--- config.mk ---
export PLATFORM = sky130hd
export DESIGN_NAME = bcd_sub_serial
export DESIGN_NICKNAME = d
export VERILOG_FILES = /design/src/rtl/bcd_pkg.sv /design/src/rtl/bcd_digit_add.sv /design/src/rtl/bcd_sub_serial.sv
export SDC_FILE = /design/constraint.sdc
export NUM_CORES = 1
export LEC_CHECK = 0
export BUFFER_PORTS_ARGS = -buffer_cell sky130_fd_sc_hd__buf_2
export CAP_MARGIN = 15
export CORE_UTILIZATION = 56
export CTS_CLUSTER_SIZE = 14
export DETAILED_ROUTE_END_ITERATION = 8
export GPL_TIMING_DRIVEN = 1
export HOLD_SLACK_MARGIN = 0.05
export PLACE_DENSITY = 0.8
export SYNTH_ARGS = -nofsm -noshare
export SYNTH_HDL_FRONTEND = slang
export SYNTH_SLANG_ARGS = --single-unit
export TNS_END_PERCENT = 5
--- constraint.sdc ---
create_clock -name clk -period 4.1 [get_ports clk]
set_input_delay 0.41 -clock clk [delete_from_list [all_inputs] [get_ports clk]]
set_output_delay 0.41 -clock clk [all_outputs]
set_load 0.05 [all_outputs]
--- src/rtl/bcd_pkg.sv ---
`default_nettype none
// ============================================================================
// Module   : bcd_pkg
// Purpose  : Shared constants, FSM state type and helper for the BCD
//            arithmetic datapath (serial subtractor and its digit add cell).
// Contents : DIGIT_W  - bits per packed-BCD digit
//            BCD_MAX  - largest legal BCD digit (also the nine's-complement base)
//            BCD_ADJ  - decimal correction added when a digit sum exceeds 9
//            state_t  - serial subtractor states
//            is_illegal_digit() - 1 for the non-decimal codes 10..15
// Revision : 1.0 - initial release
// ============================================================================
package bcd_pkg;

  localparam int         DIGIT_W = 4;
  localparam logic [3:0] BCD_MAX = 4'd9;
  localparam logic [3:0] BCD_ADJ = 4'd6;

  typedef enum logic [1:0] {
    IDLE = 2'd0,
    SUB  = 2'd1,
    COMP = 2'd2,
    DONE = 2'd3
  } state_t;

  function automatic logic is_illegal_digit(input logic [3:0] d);
    return (d > BCD_MAX);
  endfunction

endpackage
`default_nettype wire

--- src/rtl/bcd_digit_add.sv ---
`default_nettype none
// ============================================================================
// Module   : bcd_digit_add
// Purpose  : Combinational one-digit BCD adder, s = BCD(a + b + cin).
// Ports    : a, b  (in, 4)  BCD digit operands
//            cin   (in, 1)  carry in
//            s     (out, 4) corrected BCD sum digit
//            cout  (out, 1) decimal carry out
// Revision : 1.0 - initial release
// ============================================================================
module bcd_digit_add
  import bcd_pkg::*;
(
  input  logic [3:0] a,
  input  logic [3:0] b,
  input  logic       cin,
  output logic [3:0] s,
  output logic       cout
);

  logic [4:0] w_raw;
  logic       w_corr;

  always_comb begin
    w_raw  = {1'b0, a} + {1'b0, b} + {4'b0000, cin};
    // A binary carry (sum >= 16) also needs the +6 correction, since the
    // low nibble then no longer reflects the decimal overflow.
    w_corr = w_raw[4] | (w_raw[3:0] > BCD_MAX);
    s      = w_corr ? (w_raw[3:0] + BCD_ADJ) : w_raw[3:0];
    cout   = w_corr;
  end

endmodule
`default_nettype wire

--- src/rtl/bcd_sub_serial.sv ---
`default_nettype none
// ============================================================================
// Module   : bcd_sub_serial
// Purpose  : Digit-serial packed-BCD subtractor producing |A - B| and a sign
//            flag, one digit per clock, least significant digit first.
//            A - B is formed as A + ten's complement of B; a missing final
//            carry means the result is negative, and a second pass replaces
//            the stored result with its ten's complement to give magnitude.
// Ports    : clk          (in)  clock, rising edge
//            reset        (in)  synchronous active-high reset
//            start        (in)  request pulse, only honoured in IDLE
//            A, B         (in)  minuend / subtrahend, packed BCD
//            busy         (out) high in SUB, COMP and DONE
//            done         (out) one-cycle result-valid pulse
//            diff         (out) magnitude |A - B|, packed BCD
//            negative     (out) 1 when A < B
//            out_of_range (out) 1 when a latched operand digit was > 9
// Revision : 1.0 - initial release
// ============================================================================
module bcd_sub_serial
  import bcd_pkg::*;
#(
  parameter int NDIGITS = 4
)
(
  input  logic                       clk,
  input  logic                       reset,
  input  logic                       start,
  input  logic [DIGIT_W*NDIGITS-1:0] A,
  input  logic [DIGIT_W*NDIGITS-1:0] B,
  output logic                       busy,
  output logic                       done,
  output logic [DIGIT_W*NDIGITS-1:0] diff,
  output logic                       negative,
  output logic                       out_of_range
);

  localparam int DW   = DIGIT_W * NDIGITS;
  localparam int IDXW = (NDIGITS > 1) ? $clog2(NDIGITS) : 1;
  localparam logic [IDXW-1:0] LAST_IDX = IDXW'(NDIGITS - 1);

  state_t          r_state;
  state_t          w_state_next;
  logic [DW-1:0]   r_a;
  logic [DW-1:0]   r_b;
  logic [DW-1:0]   r_diff;
  logic [IDXW-1:0] r_idx;
  logic            r_carry;
  logic            r_neg;
  logic            r_oor;

  logic [3:0]      w_a_dig;
  logic [3:0]      w_b_dig;
  logic [3:0]      w_d_dig;
  logic [3:0]      w_op_a;
  logic [3:0]      w_op_b;
  logic [3:0]      w_sum;
  logic            w_cout;
  logic            w_last;
  logic            w_in_illegal;

  // Legality is judged on the values captured at the accepting edge.
  always_comb begin
    w_in_illegal = 1'b0;
    for (int i = 0; i < NDIGITS; i++) begin
      if (is_illegal_digit(A[i*DIGIT_W +: DIGIT_W]) ||
          is_illegal_digit(B[i*DIGIT_W +: DIGIT_W]))
        w_in_illegal = 1'b1;
    end
  end

  // Current digit of each latched register.
  always_comb begin
    w_a_dig = '0;
    w_b_dig = '0;
    w_d_dig = '0;
    for (int i = 0; i < NDIGITS; i++) begin
      if (r_idx == IDXW'(i)) begin
        w_a_dig = r_a[i*DIGIT_W +: DIGIT_W];
        w_b_dig = r_b[i*DIGIT_W +: DIGIT_W];
        w_d_dig = r_diff[i*DIGIT_W +: DIGIT_W];
      end
    end
  end

  // One add cell serves both passes: SUB adds A_i + (9 - B_i), COMP adds
  // (9 - diff_i) + 0; the carry register supplies the +1 of ten's complement.
  always_comb begin
    if (r_state == SUB) begin
      w_op_a = w_a_dig;
      w_op_b = BCD_MAX - w_b_dig;
    end else begin
      w_op_a = BCD_MAX - w_d_dig;
      w_op_b = '0;
    end
  end

  bcd_digit_add u_digit_add (
    .a    (w_op_a),
    .b    (w_op_b),
    .cin  (r_carry),
    .s    (w_sum),
    .cout (w_cout)
  );

  assign w_last = (r_idx == LAST_IDX);

  // State register.
  always_ff @(posedge clk) begin
    if (reset) r_state <= IDLE;
    else       r_state <= w_state_next;
  end

  // Next state and status outputs.
  always_comb begin
    w_state_next = r_state;
    busy         = 1'b1;
    done         = 1'b0;
    case (r_state)
      IDLE: begin
        busy = 1'b0;
        if (start) w_state_next = w_in_illegal ? DONE : SUB;
      end
      SUB:  if (w_last) w_state_next = w_cout ? DONE : COMP;
      COMP: if (w_last) w_state_next = DONE;
      DONE: begin
        done         = 1'b1;
        w_state_next = IDLE;
      end
      default: w_state_next = IDLE;
    endcase
  end

  // Datapath registers.
  always_ff @(posedge clk) begin
    if (reset) begin
      r_a     <= '0;
      r_b     <= '0;
      r_diff  <= '0;
      r_idx   <= '0;
      r_carry <= 1'b0;
      r_neg   <= 1'b0;
      r_oor   <= 1'b0;
    end else begin
      case (r_state)
        IDLE: begin
          if (start) begin
            r_a     <= A;
            r_b     <= B;
            r_diff  <= '0;
            r_idx   <= '0;
            r_carry <= 1'b1;
            r_neg   <= 1'b0;
            r_oor   <= w_in_illegal;
          end
        end
        SUB, COMP: begin
          for (int i = 0; i < NDIGITS; i++) begin
            if (r_idx == IDXW'(i)) r_diff[i*DIGIT_W +: DIGIT_W] <= w_sum;
          end
          r_carry <= w_cout;
          if (!w_last) begin
            r_idx <= r_idx + IDXW'(1);
          end else if (r_state == SUB && !w_cout) begin
            // No carry out of the top digit: A < B, start the re-complement.
            r_neg   <= 1'b1;
            r_idx   <= '0;
            r_carry <= 1'b1;
          end
        end
        default: ;
      endcase
    end
  end

  assign diff         = r_diff;
  assign negative     = r_neg;
  assign out_of_range = r_oor;

endmodule
`default_nettype wire

======== Word-level counts from Yosys, hierarchy flattened ========
Cells that the tools add are included.
word-level totals
  register bits after elaboration ......... 55
  bits of input ports ..................... 35
  logic and storage cells ................. 106
operators by class
  $add $sub $neg .......................... 6
  order comparisons ....................... 9
  equality and inequality tests ........... 15
  multiplexer cells ....................... 45
  bitwise gates (word level) .............. 1
  reduce and logical (&&, ||, !) cells .... 19
operators by type and width
  kind                   number
  $mux W4                19
  $gt A4 B4 Y1 const B   9
  $pmux W16 S2           1
  $reduce_and A3 Y1      6
  $mux W16               1
  $ne A2 B2 Y1 const B   8
  $mux W2                7
  $mux W1                13
  $eq A2 B2 Y1 const B   4
  $pmux W2 S4            1
  $sub A4 B4 Y4 const A  2
  $add A4 B4 Y5          1
  $add A5 B1 Y5          1
  $add A4 B3 Y4 const B  1
  $eq A2 B1 Y1 const B   2
  $logic_not A2 Y1       2
  $logic_or A1 B1 Y1     4
  $pmux W1 S2            2
  $pmux W2 S2            1
  $reduce_and A2 Y1      2
  $reduce_and A4 Y1      1
  $ne A3 B3 Y1 const B   1
  $add A2 B1 Y2 const B  1
  $reduce_bool A2 Y1     1
  4 further kinds        4

======== Depth between registers and ports, before layout ========
Gate-level depths: netlist of the first run.
  word-level depth ........................ 16
  depth in mapped cells ................... 18
  gate-level depth less buffers ........... 16

======== By module ========
A second synthesis of the first run with hierarchy kept.
unflattened totals
  cells, all modules ...................... 379
  area total of the unflattened synthesis .. 2961.6 µm²
modules (own cells, without submodules)
  module          instances  cells each  area an instance (µm²)  sequential area each (µm²)
  bcd_sub_serial  1          354         2751.4                  1101.1
  bcd_digit_add   1          25          210.2                   0.0

======== Worst setup path after synthesis of the first run ========
No wires, ideal clock.
  path kind ............................... reg-to-reg
  start ................................... reg r_idx[0]
  end ..................................... reg r_diff[1] (netlist: diff[1])
  arrival ................................. 3303 ps
  data required time ...................... 3969 ps
  slack ................................... 666 ps
  cell stages (with the launch flop) ...... 16
  buffers on the path ..................... 4
  clock period less this slack ............ 3434 ps
  cell sequence ........................... dfxtp_1 ha_1 clkbuf_1 clkbuf_1 buf_1 nor2_1 a21oi_1 ha_1 o21a_1 ha_1 nand3_1 and3_1 buf_2 o211a_1 o31ai_2 o31ai_1
on the way
  cells in the longest elaborated chain, start to end .. 14
  elaborated cells between the ends (all ways) .. 30
  classes of those cells .................. add/sub (5); order compare (1); eq/ne (4); mux (17); bitwise (1); reduce/logical (2)
RTL lines
  what                                     line                                         RTL
  start: declaration                       bcd_sub_serial.sv:47                         logic [IDXW-1:0] r_idx;
  start signal: assignment                 bcd_sub_serial.sv:163                        r_idx <= r_idx + IDXW'(1);
  $logic_not A2 Y1                         bcd_sub_serial.sv:78, bcd_sub_serial.sv:159
  $mux W4 (4 in series)                    bcd_sub_serial.sv:78                         if (r_idx == IDXW'(i)) begin
  $sub A4 B4 Y4, on equally long branches  bcd_sub_serial.sv:93, bcd_sub_serial.sv:91
  $mux W4                                  bcd_sub_serial.sv:89                         if (r_state == SUB) begin
  $add A4 B4 Y5                            bcd_digit_add.sv:25                          w_raw = {1'b0, a} + {1'b0, b} + {4'b0000, cin};
  $add A5 B1 Y5                            bcd_digit_add.sv:25
  $gt A4 B4 Y1                             bcd_digit_add.sv:28                          w_corr = w_raw[4] | (w_raw[3:0] > BCD_MAX);
  $or A1 B1 Y1                             bcd_digit_add.sv:28
  $mux W4                                  bcd_digit_add.sv:29                          s = w_corr ? (w_raw[3:0] + BCD_ADJ) : w_raw[3:0];
  $mux W4                                  bcd_sub_serial.sv:159                        if (r_idx == IDXW'(i)) r_diff[i*DIGIT_W +: DIGIT_W] <= w_sum;
  $pmux W16 S2                             bcd_sub_serial.sv:145                        case (r_state)
  end signal: indexed assignment           bcd_sub_serial.sv:159
  end: declaration                         bcd_sub_serial.sv:46                         logic [DW-1:0] r_diff;
Several ways; a longest one is shown, not always the timed one. The select of a mux whose other input is x is not followed.
A chain may end at the register's enable or synchronous reset.

======== Worst setup path after layout of the first run ========
  start ................................... reg r_idx[0]
  end ..................................... reg r_diff[5] (netlist: diff[5])
on the way
  cells in the longest elaborated chain, start to end .. 14
  elaborated cells between the ends (all ways) .. 30
  classes of those cells .................. add/sub (5); order compare (1); eq/ne (4); mux (17); bitwise (1); reduce/logical (2)
RTL lines
  what                                     line
  $logic_not A2 Y1                         bcd_sub_serial.sv:78
  $mux W4 (4 in series)                    bcd_sub_serial.sv:78
  $sub A4 B4 Y4, on equally long branches  bcd_sub_serial.sv:93, bcd_sub_serial.sv:91
  $mux W4                                  bcd_sub_serial.sv:89
  $add A4 B4 Y5                            bcd_digit_add.sv:25
  $add A5 B1 Y5                            bcd_digit_add.sv:25
  $gt A4 B4 Y1                             bcd_digit_add.sv:28
  $or A1 B1 Y1                             bcd_digit_add.sv:28
  $mux W4                                  bcd_digit_add.sv:29
  $mux W4                                  bcd_sub_serial.sv:159
  $pmux W16 S2                             bcd_sub_serial.sv:145
Several ways; a longest one is shown, not always the timed one. The select of a mux whose other input is x is not followed.

==> run summary, run 1 <==
outcome: complete, no violations
maximum number of pins on one net before global-route repair: 63
most numerous cell on the critical path: sky130_fd_sc_hd__ha_1
antenna violations before repair: 0
number of cell rows: 26
count of yosys warnings during synthesis: 0
longest individual stage delay on the worst path: 0.44 ns
wire length of the first global-routing pass: 11.8 mm
number of distinct library cell variants in the gate-level netlist after synthesis: 47
Max clock buf depth: 2
cell-internal power: 1350 uW
clock net sink count: 55
Flop pwr share: 28.7%
TNS Setup: 0 ns
kind of end point of the critical path: flip-flop
Max FO, Critical Path: 11
buffer cell driving the clock tree root: sky130_fd_sc_hd__clkbuf_8
Routed Wire Length: 7.14 mm
detailed-placement wirelength estimate: 5.23 mm
io pins: 55
Post-Syn Area: 3000 um^2
clock latency at the later pin of the worst-skew pair: 0.31 ns
number of hold-repair buffers added at the cts stage: 0
sequential fraction of the synthesis area: 36.7%
power density relative to cell area: 799 nW/um^2
final design utilization: 66.0%
CP Data Required Time: 4.27 ns
main flop type after synthesis: sky130_fd_sc_hd__dfxtp_1
WL per Instance: 14.3 um
setup repair after global routing missed its margin: no
DR vias: 2846
die footprint: 5650 um^2
post-CTS setup buffers: 0
Least-Margin Pin Slew: 1.00 ns
drt drc: 0
gate count after technology mapping: 387
pre-CTS setup slack: 0.273 ns
Vias/cell: 5.70
Sw Ratio: 50.2%
net switching power: 1360 uW
cells along the critical path: inv_1 -> ha_1 -> buf_4 -> a221oi_1 -> nor3_1 -> a21oi_1 -> ha_1 -> o21a_1 -> ha_1 -> nand3_1 -> and3_1 -> o211a_1 -> o31ai_2 -> o31ai_1
Crit-path slowest cell: sky130_fd_sc_hd__dfxtp_1
Tightest Hold Check Type: input port to flip-flop
EDFF count, synth: 0
nets in the synthesized netlist: 438
power after layout: 2710 uW
mean cell area of the mapped netlist: 7.75 um^2
Bufs and invs on worst path: 2
worst setup path class: flip-flop to flip-flop
global routing usage summed across all routing layers: 27.7%
Core Box Area: 5140 um^2
number of global-route vias before repair: 2553
final setup margin: 0.344 ns
peak supply drop: 0.397 mV
final number of max-transition violations: 0
Hold WS: 0.323 ns
leakage power summed over all cells: 0.00141 uW
fraction of layout cells with a size suffix above 1: 17.2%
Max H-tree Level: 2
clock tree from TritonCTS: done
Diodes inserted: 0
Final Wtd Congestion: 0.894
Initial Util: 58.3%
critical path launch point type: flip-flop
count of final hold-check violations: 0
max-cap violations: 0
area delta synth->final: 13.1%
combinational group share of total power: 60.5%
Clk network pwr share: 10.9%
Max-slew headroom: 33.3%
Fmax: 0.266 GHz
number of optimization iterations in the first detailed-route pass: 4
NumNets Final: 479
Congestion Overflow GR: 0
number of synthesized register bits: 55
count of fill cells added during filler insertion: 476
fraction of synthesis flops using an asynchronous set or reset pin: 0%
worst-case clock skew: 0.00471 ns
chip height: 75.2 um
number of buffers created by CTS: 5
number of violations reported at the end of detailed-routing iteration 0: 175
Buffers on Ports: 54
horizontal extent of the die: 75.2 um
final period demand of the worst path: 3.76 ns
post-CTS clock slew at the launch and capture registers of the worst setup and hold paths: 0.09 ns
Final setup violation count: 0
share of the clock period used by the worst path after layout: 91.6%
Arr. time, crit path: 3.93 ns
Antenna Violating Nets Remaining: 0
crit-path leading delay family: compound AO/OA/AOI/OAI gates
==> final timing paths <==
kind	from	end	slack [ns]	cells past startpoint
max	r_idx[0]	diff[5]	0.34	14
min	B[0]	r_b[0]	0.32	3
max reg2reg	r_idx[0]	diff[5]	0.34	14
min reg2reg	r_b[3]	r_b[3]	0.46	2
==> synth_stat cells, drive strengths merged, types with 3 or more instances <==
library cell	number	area share [%]
and2	5	1.0
dfxtp	55	37
clkbuf	21	2.6
nand2b	5	1.0
nand4	3	0.63
buf	5	0.75
nor2b	10	2.1
inv	13	1.6
a221oi	4	1.2
nand3b	18	4.5
ha	14	5.8
nor3	4	0.67
nor2	17	2.1
nand2	83	10
o21ai	19	3.2
a21oi	60	10
o22ai	3	0.83
o31ai	10	2.7
mux2i	8	2.7
==> routing by layer <==
metal | track usage (%) | vias up | part of all wire, %
li1 | - | 1424 | -
met1 | 34.8 | 1320 | 44
met2 | 46.8 | 82 | 48
met3 | 4.82 | 20 | 4.0
met4 | 12.3 | 0 | 3.3
met5 | 0 | - | 0
==> registers in the layout, indices dropped and copies added, names as in the netlist <==
register and flops:
r_carry 1, out_of_range 1, r_b 16, r_state 2, negative 1, r_a 16
diff 16, r_idx 2
==> tightest hold or removal path: cells and delay by family <==
kind            cells  cell delay [ns]
compound gates      1             0.05
simple gates        1             0.04
buf+inv             1             0.09
==> placed cells by master (no fill, tap or decap), drive strengths merged, types with 8 or more instances in the layout <==
master and instances:
nand2 83, a21oi 60, buf 60, dfxtp 55, o21ai 19, nand3b 18
nor2 17, ha 14, inv 13, nor2b 10, o31ai 10, mux2i 8
==> layout make-up <==
type / count / area [um^2] / share of cell area (%)
Clock inverter: 2 / 12.5 / 0.369
Inverter: 13 / 48.8 / 1.44
Multi-Input combinational cell: 293 / 1750 / 51.7
Clock buffer: 6 / 72.6 / 2.14
Tap cell: 70 / 87.6 / 2.58
Timing Repair Buffer: 60 / 315 / 9.30
Sequential cell: 55 / 1100 / 32.5
==> power groups by stage <==
stage	sequential [uW]	clock [uW]	combinational [uW]
CTS	776	303	1620
global placement	785	0	1570
finish	777	295	1640
detailed placement	787	0	1610
global route	795	325	1800
floorplan	986	0	1050
==> per-stage QoR <==
stage          area, um^2  std cells
2_1_floorplan        3000        387
3_3_place_gp         3300        491
3_5_place_dp         3300        491
4_1_cts              3390        499
5_1_grt              3390        499
6_report             3390        499
==> timing repair <==
| action | CTS | global route |
|---|---|---|
| endpoints found under the setup margin | 0 | 14 |
| resized for setup | 0 | 2 |
| hold endpoints to repair | 0 | 0 |
==> kinds of logic (layout without fill, tap and decap cells) <==
family                     count (synthesis)  in the layout  share of synthesized area, %
AOI/OAI and AO/OA                        115            115                          23.2
xor gates and xnor gates                   3              3                         0.876
adders and majority gates                 16             16                          7.18
buffers and inverters                     39             81                          5.01
DFF                                       55             55                          36.7
muxes                                     10             10                          3.80
and+or+nand+nor                          149            149                          23.3
Power figures use the tool's default switching activity.
==> inputs of run 2 (changes only) <==
--- a/config.mk
+++ b/config.mk
@@ -13,6 +13,8 @@
 export GPL_TIMING_DRIVEN = 1
 export HOLD_SLACK_MARGIN = 0.05
 export PLACE_DENSITY = 0.8
+export REMOVE_ABC_BUFFERS = 1
+export SETUP_SLACK_MARGIN = 0.5
 export SYNTH_ARGS = -nofsm -noshare
 export SYNTH_HDL_FRONTEND = slang
 export SYNTH_SLANG_ARGS = --single-unit
==> run 2 against run 1 <==
Compared with the run above: power is 10% higher; critical path depth stayed put; clock skew hardly changed; routed wire length is 3.5% lower; hold slack better by 0.0058 ns; core utilization is 3.4 points higher; via count is 0.39% higher; sequential power hardly changed; critical path type unchanged.
==> run summary, run 2 (synthesis gave the netlist of run 1 again) <==
Flop pwr share: 26.0%
final number of max-transition violations: 0
number of hold-repair buffers added at the cts stage: 0
Tightest Hold Check Type: input port to flip-flop
kind of end point of the critical path: flip-flop
DR vias: 2857
number of violations reported at the end of detailed-routing iteration 0: 259
leakage power summed over all cells: 0.00144 uW
antenna violations before repair: 0
chip height: 75.2 um
most common cell after layout, fill and taps aside: sky130_fd_sc_hd__nand2_1
horizontal extent of the die: 75.2 um
buffer cell driving the clock tree root: sky130_fd_sc_hd__clkbuf_8
final period demand of the worst path: 3.54 ns
power density relative to cell area: 838 nW/um^2
combinational group share of total power: 63.0%
longest individual stage delay on the worst path: 0.41 ns
share of the clock period used by the worst path after layout: 86.3%
Arr. time, crit path: 3.78 ns
number of global-route vias before repair: 2414
die footprint: 5650 um^2
CP Data Required Time: 4.34 ns
Max-slew headroom: 34.4%
Routed Wire Length: 6.89 mm
cell count after placement: 491
power after layout: 2990 uW
clock tree from TritonCTS: done
Congestion Overflow GR: 0
critical path launch point type: flip-flop
Core Box Area: 5140 um^2
Antenna Violating Nets Remaining: 0
Final setup violation count: 0
WL per Instance: 13.7 um
count of final hold-check violations: 0
max-cap violations: 0
peak supply drop: 0.422 mV
Vias/cell: 5.69
fraction of layout cells with a size suffix above 1: 22.2%
net switching power: 1470 uW
post-CTS clock slew at the launch and capture registers of the worst setup and hold paths: 0.10 ns
clock latency at the later pin of the worst-skew pair: 0.31 ns
outcome: complete, no violations
Hold WS: 0.328 ns
setup repair after global routing missed its margin: yes
TNS Setup: 0 ns
maximum number of pins on one net before global-route repair: 63
Max H-tree Level: 2
crit-path leading delay family: compound AO/OA/AOI/OAI gates
Crit-path slowest cell: sky130_fd_sc_hd__dfxtp_2
number of buffers created by CTS: 5
NumNets Final: 482
detailed-placement wirelength estimate: 4.73 mm
worst-case clock skew: 0.00475 ns
clock net sink count: 55
cells along the critical path: inv_1 -> ha_4 -> buf_4 -> a221oi_1 -> nor3_1 -> a21oi_2 -> ha_1 -> o21a_1 -> ha_2 -> nand3_2 -> and3_4 -> o311a_1 -> a211o_1 -> o21ai_1
Max FO, Critical Path: 7
Sw Ratio: 49.2%
wire length of the first global-routing pass: 10.7 mm
area delta synth->final: 18.9%
Bufs and invs on worst path: 2
Initial Util: 58.3%
final non-filler cell total: 502
most frequent cells in the layout: sky130_fd_sc_hd__nand2_1, sky130_fd_sc_hd__a21oi_1, sky130_fd_sc_hd__buf_2, sky130_fd_sc_hd__dfxtp_1, sky130_fd_sc_hd__nand3b_1
Diodes inserted: 0
number of optimization iterations in the first detailed-route pass: 4
drt drc: 0
Least-Margin Pin Slew: 0.984 ns
global routing usage summed across all routing layers: 24.6%
number of cell rows: 26
cell-internal power: 1520 uW
Fmax: 0.283 GHz
Clk network pwr share: 11.0%
Final Wtd Congestion: 0.880
worst setup path class: flip-flop to flip-flop
Buffers on Ports: 54
Max clock buf depth: 2
io pins: 55
[run 2: changes by cell type in the layout (fill, tap and decap cells not counted), sizes merged]
cell    change
buf         +3
clkinv      -1
clkbuf      +1
[run 2: path summary, 6_finish.rpt]
kind,from,endpoint,slack (ns),cells past startpoint
setup / recovery,r_idx[0],diff[6],0.56,14
hold / removal,A[12],r_a[12],0.33,3
setup reg to reg,r_idx[0],diff[6],0.56,14
hold reg to reg,r_a[1],r_a[1],0.46,2
[run 2: stage by stage]
stage               util, %  setup slack, ns  area (um^2)
floorplan                 -            0.736         2900
global placement       64.2            0.286         3300
detailed placement     64.2            0.193         3300
CTS                    67.0            0.520         3440
global route           69.4            0.398         3570
finish                 69.4            0.560         3570
[run 2: worst reg2reg max path, cell delays in order (launching register included)]
cell                       delay (ns)
sky130_fd_sc_hd__dfxtp_2         0.41
sky130_fd_sc_hd__inv_1           0.14
sky130_fd_sc_hd__ha_4            0.22
sky130_fd_sc_hd__buf_4           0.17
sky130_fd_sc_hd__a221oi_1        0.25
sky130_fd_sc_hd__nor3_1          0.09
sky130_fd_sc_hd__a21oi_2         0.19
sky130_fd_sc_hd__ha_1            0.26
sky130_fd_sc_hd__o21a_1          0.17
sky130_fd_sc_hd__ha_2            0.40
sky130_fd_sc_hd__nand3_2         0.16
sky130_fd_sc_hd__and3_4          0.25
sky130_fd_sc_hd__o311a_1         0.31
sky130_fd_sc_hd__a211o_1         0.32
sky130_fd_sc_hd__o21ai_1         0.15
[run 2: repair_timing]
action                     CTS  global route
setup endpoints to repair   17            17
pin swaps                    0             3
resized for setup            8            22
setup buffers                1             2
[run 2: power groups by stage]
stage / logic (uW) / clock network, uW / registers, uW
6_report: 1880 / 328 / 778
5_1_grt: 2050 / 353 / 795
4_1_cts: 1630 / 334 / 775
3_5_place_dp: 1580 / 0 / 786
3_3_place_gp: 1550 / 0 / 781
2_1_floorplan: 1010 / 0 / 986
[run 2: layout make-up]
class	instances	area [um^2]
well taps	70	87.6
fillers	456	1570
repair buffers	63	338
clock inverters	1	7.51
flip-flops and latches	55	1100
inverters	13	48.8
multi-input cells	293	1880
clock buffers	7	96.3
[run 2: per-layer routing]
layer,vias to the layer above,global-route usage (%),wire length (um)
li1,1426,-,-
met1,1338,31.7,3090
met2,87,43.3,3390
met3,6,4.55,374
met4,0,4.94,43
met5,-,0,0
